<file path="config.mk">
export PLATFORM = sky130hd
export DESIGN_NAME = a5_1_cipher
export DESIGN_NICKNAME = d
export VERILOG_FILES = /design/src/rtl/a5_1_cipher.sv
export SDC_FILE = /design/constraint.sdc
export NUM_CORES = 1
export LEC_CHECK = 0
export BUFFER_PORTS_ARGS = -buffer_cell sky130_fd_sc_hd__buf_4
export CORE_AREA = 4 4 126 128
export CTS_BUF_LIST = sky130_fd_sc_hd__clkbuf_8
export CTS_CLUSTER_DIAMETER = 120
export DETAILED_ROUTE_END_ITERATION = 7
export DIE_AREA = 0 0 130 132
export GPL_TIMING_DRIVEN = 0
export PLACE_DENSITY = 0.76
export SLEW_MARGIN = 10
export SYNTH_ARGS = -nofsm -noshare
export SYNTH_HDL_FRONTEND = slang
export SYNTH_SLANG_ARGS = --single-unit
</file>
<file path="constraint.sdc">
create_clock -name clk -period 12.3 [get_ports clk]
set_clock_uncertainty 0.1 [all_clocks]
set_input_delay 0 -clock clk [delete_from_list [all_inputs] [get_ports clk]]
set_output_delay 0 -clock clk [all_outputs]
set_load 0.005 [all_outputs]
</file>
<file path="src/rtl/a5_1_cipher.sv">
// A5/1 stream cipher: key/frame load, majority-clocked mixing, then keystream XOR
// onto a ready/valid serial bit stream. Encryption and decryption are identical.
module a5_1_cipher #(
    parameter int KS_LEN  = 228,
    parameter int MIX_LEN = 100
) (
    input  logic        clk,
    input  logic        reset,
    input  logic        start,
    input  logic [63:0] key,
    input  logic [21:0] frame,
    output logic        busy,
    input  logic        in_valid,
    input  logic        in_bit,
    output logic        in_ready,
    output logic        out_valid,
    output logic        out_bit,
    input  logic        out_ready,
    output logic        done
);

    typedef enum logic [2:0] {
        IDLE,
        LOAD_KEY,
        LOAD_FRAME,
        MIX,
        STREAM
    } state_t;

    localparam logic [9:0] KS_LAST  = 10'(KS_LEN - 1);
    localparam logic [7:0] MIX_LAST = 8'(MIX_LEN - 1);

    state_t state, state_next;

    logic [18:0] r1, r1_next, r1_maj;
    logic [21:0] r2, r2_next, r2_maj;
    logic [22:0] r3, r3_next, r3_maj;
    logic        fb1, fb2, fb3, maj, ks, load_bit, handshake, done_next;
    logic [63:0] key_sh;
    logic [21:0] frame_sh;
    logic [7:0]  phase_cnt, phase_cnt_next;
    logic [9:0]  bit_cnt, bit_cnt_next;

    assign fb1 = r1[13] ^ r1[16] ^ r1[17] ^ r1[18];
    assign fb2 = r2[20] ^ r2[21];
    assign fb3 = r3[7] ^ r3[20] ^ r3[21] ^ r3[22];
    assign maj = (r1[8] & r2[10]) | (r1[8] & r3[10]) | (r2[10] & r3[10]);

    // A register steps in a majority clock only when its clock bit agrees with the vote
    assign r1_maj = (r1[8]  == maj) ? {r1[17:0], fb1} : r1;
    assign r2_maj = (r2[10] == maj) ? {r2[20:0], fb2} : r2;
    assign r3_maj = (r3[10] == maj) ? {r3[21:0], fb3} : r3;

    assign busy      = (state != IDLE);
    assign in_ready  = (state == STREAM) && (!out_valid || out_ready);
    assign handshake = in_valid && in_ready;
    assign ks        = r1_next[18] ^ r2_next[21] ^ r3_next[22];

    always_comb begin
        state_next     = state;
        phase_cnt_next = phase_cnt;
        bit_cnt_next   = bit_cnt;
        r1_next        = r1;
        r2_next        = r2;
        r3_next        = r3;
        done_next      = 1'b0;
        load_bit       = 1'b0;
        case (state)
            IDLE: begin
                r1_next        = '0;
                r2_next        = '0;
                r3_next        = '0;
                phase_cnt_next = '0;
                bit_cnt_next   = '0;
                if (start) state_next = LOAD_KEY;
            end
            LOAD_KEY: begin
                load_bit = key_sh[phase_cnt[5:0]];
                r1_next  = {r1[17:0], fb1 ^ load_bit};
                r2_next  = {r2[20:0], fb2 ^ load_bit};
                r3_next  = {r3[21:0], fb3 ^ load_bit};
                if (phase_cnt == 8'd63) begin
                    phase_cnt_next = '0;
                    state_next     = LOAD_FRAME;
                end else begin
                    phase_cnt_next = phase_cnt + 8'd1;
                end
            end
            LOAD_FRAME: begin
                load_bit = frame_sh[phase_cnt[4:0]];
                r1_next  = {r1[17:0], fb1 ^ load_bit};
                r2_next  = {r2[20:0], fb2 ^ load_bit};
                r3_next  = {r3[21:0], fb3 ^ load_bit};
                if (phase_cnt == 8'd21) begin
                    phase_cnt_next = '0;
                    state_next     = MIX;
                end else begin
                    phase_cnt_next = phase_cnt + 8'd1;
                end
            end
            MIX: begin
                r1_next = r1_maj;
                r2_next = r2_maj;
                r3_next = r3_maj;
                if (phase_cnt == MIX_LAST) begin
                    phase_cnt_next = '0;
                    state_next     = STREAM;
                end else begin
                    phase_cnt_next = phase_cnt + 8'd1;
                end
            end
            STREAM: begin
                // Registers advance only on an accepted input bit, so a stalled source freezes them
                if (handshake) begin
                    r1_next = r1_maj;
                    r2_next = r2_maj;
                    r3_next = r3_maj;
                    if (bit_cnt == KS_LAST) begin
                        bit_cnt_next = '0;
                        done_next    = 1'b1;
                        state_next   = IDLE;
                    end else begin
                        bit_cnt_next = bit_cnt + 10'd1;
                    end
                end
            end
            default: state_next = IDLE;
        endcase
    end

    always_ff @(posedge clk or posedge reset) begin
        if (reset) begin
            state     <= IDLE;
            r1        <= '0;
            r2        <= '0;
            r3        <= '0;
            phase_cnt <= '0;
            bit_cnt   <= '0;
            done      <= 1'b0;
            key_sh    <= '0;
            frame_sh  <= '0;
        end else begin
            state     <= state_next;
            r1        <= r1_next;
            r2        <= r2_next;
            r3        <= r3_next;
            phase_cnt <= phase_cnt_next;
            bit_cnt   <= bit_cnt_next;
            done      <= done_next;
            if (state == IDLE && start) begin
                key_sh   <= key;
                frame_sh <= frame;
            end
        end
    end

    // Output holding register keeps draining independently of the FSM
    always_ff @(posedge clk or posedge reset) begin
        if (reset) begin
            out_valid <= 1'b0;
            out_bit   <= 1'b0;
        end else if (handshake) begin
            out_valid <= 1'b1;
            out_bit   <= in_bit ^ ks;
        end else if (out_ready) begin
            out_valid <= 1'b0;
        end
    end

endmodule

</file>
* Word level (Yosys, flattened, before mapping)
Index checks and enable logic that the tools add are counted.
** Storage, ports and cells
- Register bits :: 174
- Bits of input ports :: 92
- Output and inout bits :: 5
- Word-level logic and storage cells :: 102
** Operators by class
- $add $sub $neg :: 2
- Magnitude comparators :: 2
- Equality and inequality tests :: 17
- Multiplexer cells :: 32
- Bitwise operators :: 21
- Reduce and logical (&&, ||, !) cells :: 14
** Operators by type and width (count)
- $pmux 23 s5 :: 1
- $pmux 22 s5 :: 1
- $pmux 19 s5 :: 1
- $mux 23 :: 2
- $mux 22 :: 2
- $mux 19 :: 2
- $pmux 8 s4 :: 1
- $mux 8 :: 3
- $mux 10 :: 2
- $pmux 10 s2 :: 1
- $mux 3 :: 6
- $xor 1x1->1 :: 16
- $pmux 3 s5 :: 1
- $add 10x1->10 const B :: 1
- $eq 10x8->1 const B :: 1
- $ne 2x2->1 const B :: 5
- $add 8x1->8 const B :: 1
- $eq 8x5->1 const B :: 1
- $eq 8x6->1 const B :: 1
- $eq 8x7->1 const B :: 1
- $lt 6x7->1 const B :: 1
- $mux 1 :: 7
- $bmux 1 s6 :: 1
- $eq 3x2->1 const B :: 2
- 18 further kinds :: 27

* Logic depth before layout (Yosys ltp)
- Depth after elaboration :: 10
- Mapped depth :: 13
- Gate-level depth less buffers :: 9

* Worst setup path before layout
Ideal clock, no wire load.
- Path type :: flip-flop to flip-flop
- Start :: register phase_cnt[0]
- End :: register r1[0]
- Library setup time :: 0.131 ns
- Arrival :: 2.228 ns
- Data required time :: 12.069 ns
- Slack :: 9.841 ns
- Cell stages (with the launch flop) :: 9
- Path buffers :: 1
- Period minus slack after synthesis :: 2.459 ns
- Cell sequence :: dfrtp_1 buf_2 mux4_2 mux2_2 and4_4 a2111oi_4 nand3_2 xnor2_1 o22ai_1
** On the way
- Cells in the longest elaborated chain, start to end :: 4
- Elaborated cells on any way between the ends :: 7
- Those cells by class :: mux: 5; bitwise: 2
** Ends and longest elaborated chain
- from (decl) :: line 41 : logic [7:0] phase_cnt, phase_cnt_next;
- from (signal assigned) :: line 147 : phase_cnt <= phase_cnt_next;
- $bmux 1 s6 / $bmux 1 s5 (equally long branches) :: line 78, 90
- $mux 1 (on tied branches) :: line 78, 90
- $xor 1x1->1 (on tied branches) :: line 79, 91
- $pmux 19 s5 (*) :: line 68 : case (state)
- to (signal assigned) :: line 144 : r1 <= r1_next;
- to (decl) :: line 35 : logic [18:0] r1, r1_next, r1_maj;
Every way passes the cells marked *; elsewhere a longest branch is shown, timed or not. The select of a mux whose other input is x is not followed.
A chain may end at the register's enable or synchronous reset.

* Final worst setup path
- Start :: register state[2]
- End :: register out_bit
** On the way
- Cells in the longest elaborated chain, start to end :: 8
- Elaborated cells on any way between the ends :: 16
- Those cells by class :: eq/ne: 4; mux: 6; bitwise: 3; reduce/logical: 3
** Ends and longest elaborated chain
- from (decl) :: line 33 : state_t state, state_next;
- from (signal assigned) :: line 143 : state <= state_next;
- $eq 3x3->1 :: line 55, 68
- $logic_and 1x1->1 :: line 55 : assign in_ready = (state == STREAM) && (!out_valid || out_ready);
- $logic_and 1x1->1 :: line 56 : assign handshake = in_valid && in_ready;
- $mux 19 :: line 114 : if (handshake) begin
- $pmux 19 s5 (*) :: line 68
- via r1_next[18] :: line 35
- $xor 1x1->1 (*) (2 in series) :: line 57 : assign ks = r1_next[18] ^ r2_next[21] ^ r3_next[22];
- $xor 1x1->1 (*) :: line 164 : out_bit <= in_bit ^ ks;
- to (signal assigned) :: line 164
- to (decl) :: line 17 : output logic out_bit,
Mark *: on every way through the listed nets, which the timed path passes. The rest lies on a longest branch. The select of a mux whose other input is x is not followed.

==> results_dict.tcl <==
set metrics [dict create \
    muxShareOfSynthArea 0.185 \
    fp.coreArea_um2 14900 \
    clkTransAtPathRegs_ns 0.09 \
    grt.total_usage 0.236 \
    worstSetupStartpointType "flop" \
    cts_tree "done" \
    drc 0 \
    synth.distinct_cells 64 \
    r2r_end "out_bit" \
    syn_to_final_growth_pct 28.5 \
    firstDrtPassIters 5 \
    r2r_start "state[2]" \
    path_buf_inv 2 \
    power.leakage_nw 4.70 \
    gp_congestion 0.843 \
    synth_area_leaders "dfrtp_1 (54%), mux2_2 (12%), a22o_1 (5.8%)" \
    cts_root_buf "clkbuf_8" \
    yosysWarnings 0 \
    synth.most_common_cell "dfrtp_1" \
    power_density_nw_per_um2 148 \
    overflow 0 \
    avgSynthCellArea_um2 12.8 \
    synth_seq_cells 174 \
    total_power_mw 1.54 \
    maxCapViolations 0 \
    cpPeakStageDelay_ns 0.55 \
    place_hpwl_mm 12.1 \
    async_reset_ff_frac 1.00 \
    clkSinkCount 174 \
    path_class "flop to flop" \
    worst_pin_slew_ns 0.649 \
    clockBufferDepth 2 \
    required_ns 12.60 \
    endpoint_kind "flop" \
    synthAdderAreaFrac 0.00711 \
    antenna_found_initial 0 \
    setup_tns_ns 0 \
    grt_max_degree 96 \
    via_count 6067 \
    port_buffers 96 \
    routedWlPerCell_um 18.5 \
    htreeDepth 4 \
    synth_edf_count 0 \
    setup_ws_ns 9.00 \
    crit_slowest_cell "dlygate4sd3_1" \
    finalNetCount 935 \
    synth_top_area_cell "dfrtp_1" \
    post_cts_resized 0 \
    critPathArrivalTime_ns 3.59 \
    reg2regPathDepth 9 \
    drtIter0Drc 456 \
    initial_core_util 0.545 \
    synth-seq-area-share 0.538 \
    die_area_um2 17200 \
    slew_viol_final 0 \
    peakVddDrop_v 0.0000707 \
    fin_crit_sh 0.268 \
    vias_per_cell 5.83 \
    grt_pass1_vias 6367 \
    syn-cell-area_um2 8100 \
    syn_nets 726 \
    synth_top_family_by_area "multiplexers" \
    fmax_ghz 0.303 \
    max_slew_margin 0.568 \
    synth_top_flop_cell "dfrtp_1" \
    diodes 0 \
    die_h_um 132 \
    syn-instance-count 631 \
    finalWirelength_mm 19.3 \
    drive_gt1_frac 0.311 \
    hold_viol_final 0 \
    ant_nets 0 \
    io-pin-count 97 \
    core.rowCount 45 \
    netlist.area_leader.share 0.538 \
    setup_viol 0 \
    synthXorXnorAreaFrac 0.0212 \
    min_period_ns 3.30 \
    hold_class "input pin to asynchronous set/reset pin" \
    synth_common_cells "dfrtp_1 (174), mux2_2 (88), a22o_1 (54), o21ai_0 (35), nand2_1 (28)" \
    die_w_um 130 \
    status "complete, no violations" \
    clk_latency_ns 0.46 \
    fill_cells 987 \
    cp_top_family "simple AND/OR/NAND/NOR gates" \
    dpl_worst_slack_ns 9.32 \
    crit_path_cell_trace "buf_2 > nor3b_1 > nand3_1 > nand2_1 > a21o_1 > a22o_1 > xnor3_1 > o21ai_1 > dlygate4sd3_1" \
    cts_buffers 17 \
    rsz0062_at_grt "no" \
    synthSimpleGateAreaFrac 0.0720 \
    reg2reg_slack_ns 9.00 \
    synth-compound-area-share 0.146 \
    grt_first_pass_wirelength_mm 32.2 \
    cp_max_fo 8 \
]
-- metrics by stage --
stage	hold WS (ns)	instances	util	instance area, um2
final	0.0897	1040	0.700	10400
after global routing	0.137	1040	0.700	10400
after CTS	0.115	1040	0.700	10400
after detailed placement	0.0633	916	0.611	9090
after global placement	0.134	915	0.609	9050
after floorplan	0.0517	631	-	8100
-- cell usage in the layout (no fill, tap or decap), drive strengths merged, types with 2 or more instances in the layout --
cell type and count:
dfrtp 174, and3b 2, ha 3, o31ai 9, nor2b 7, xnor2 10, inv 16, a21o 3
buf 114, mux4 19, a2111oi 2, nor3b 4, nor2 19, or2 2, nand2 28, mux2i 7
nor3 6, maj3 2, clkinvlp 2, nand3b 3, nand3 17, o22ai 6, a21oi 10, nand2b 6
and3 8, o21ai 44, a22o 56, nand4 2, a221oi 5, clkbuf 44, xor2 7, a211oi 5
a222oi 2, mux2 89, a22oi 2, clkinv 8, dlygate4sd3 93
-- what timing repair did --
action | CTS | global route
hold buffers | 93 | 0
endpoints found under the hold margin | 185 | 0
setup buffers | 0 | 0
-- worst max-delay path by stage --
stage,depth (start not counted),startpoint,end,slack [ns]
finish,9,state[2],out_bit,9.00
global route,9,state[2],out_bit,8.83
CTS,9,state[2],out_bit,9.07
detailed placement,13,phase_cnt[1],phase_cnt[4],9.32
global placement,2,reset,r2[8],5.87
floorplan,1,reset,bit_cnt[0],7.48
-- power by group --
part	internal, mW	total, mW	switching (mW)
clock network	0.177	0.388	0.210
logic	0.202	0.384	0.183
registers	0.683	0.763	0.0798
total	1.06	1.54	0.473
-- cell type report --
| class | instances | area [um2] | area share |
|---|---|---|---|
| well taps | 188 | 235 | 0.0226 |
| plain buffers | 41 | 189 | 0.0182 |
| inverters | 16 | 67.6 | 0.00649 |
| multi-input cells | 400 | 3490 | 0.336 |
| clock buffers | 20 | 275 | 0.0265 |
| repair buffers | 190 | 1680 | 0.161 |
| flip-flops and latches | 174 | 4350 | 0.418 |
| clock inverters | 11 | 111 | 0.0107 |
-- worst min-delay path, stage by stage --
cell,delay (ns)
dlygate4sd3_1,0.53
buf_4,0.15
inv_8,0.44
-- metal layers --
layer  share of wire  track usage
met5               0            0
met4           0.022       0.0745
met3           0.043       0.0506
met2            0.52        0.402
met1            0.41        0.303
-- state kept, by name, summed over array words and instances (netlist names) --
register and cells:
bit_cnt 10, done 1, frame_sh 22, key_sh 64, out_bit 1, out_valid 1
phase_cnt 8, r1 19, r2 22, r3 23, state 3
-- kinds of logic (layout without fill, tap and decap cells) --
logic type / after synthesis / in the layout
compound gates: 151 / 151
xor+xnor: 18 / 18
fa+ha+maj: 5 / 5
buf+inv: 57 / 278
flops: 174 / 174
mux: 115 / 115
simple gates: 111 / 111
Power figures use the tool's default switching activity.
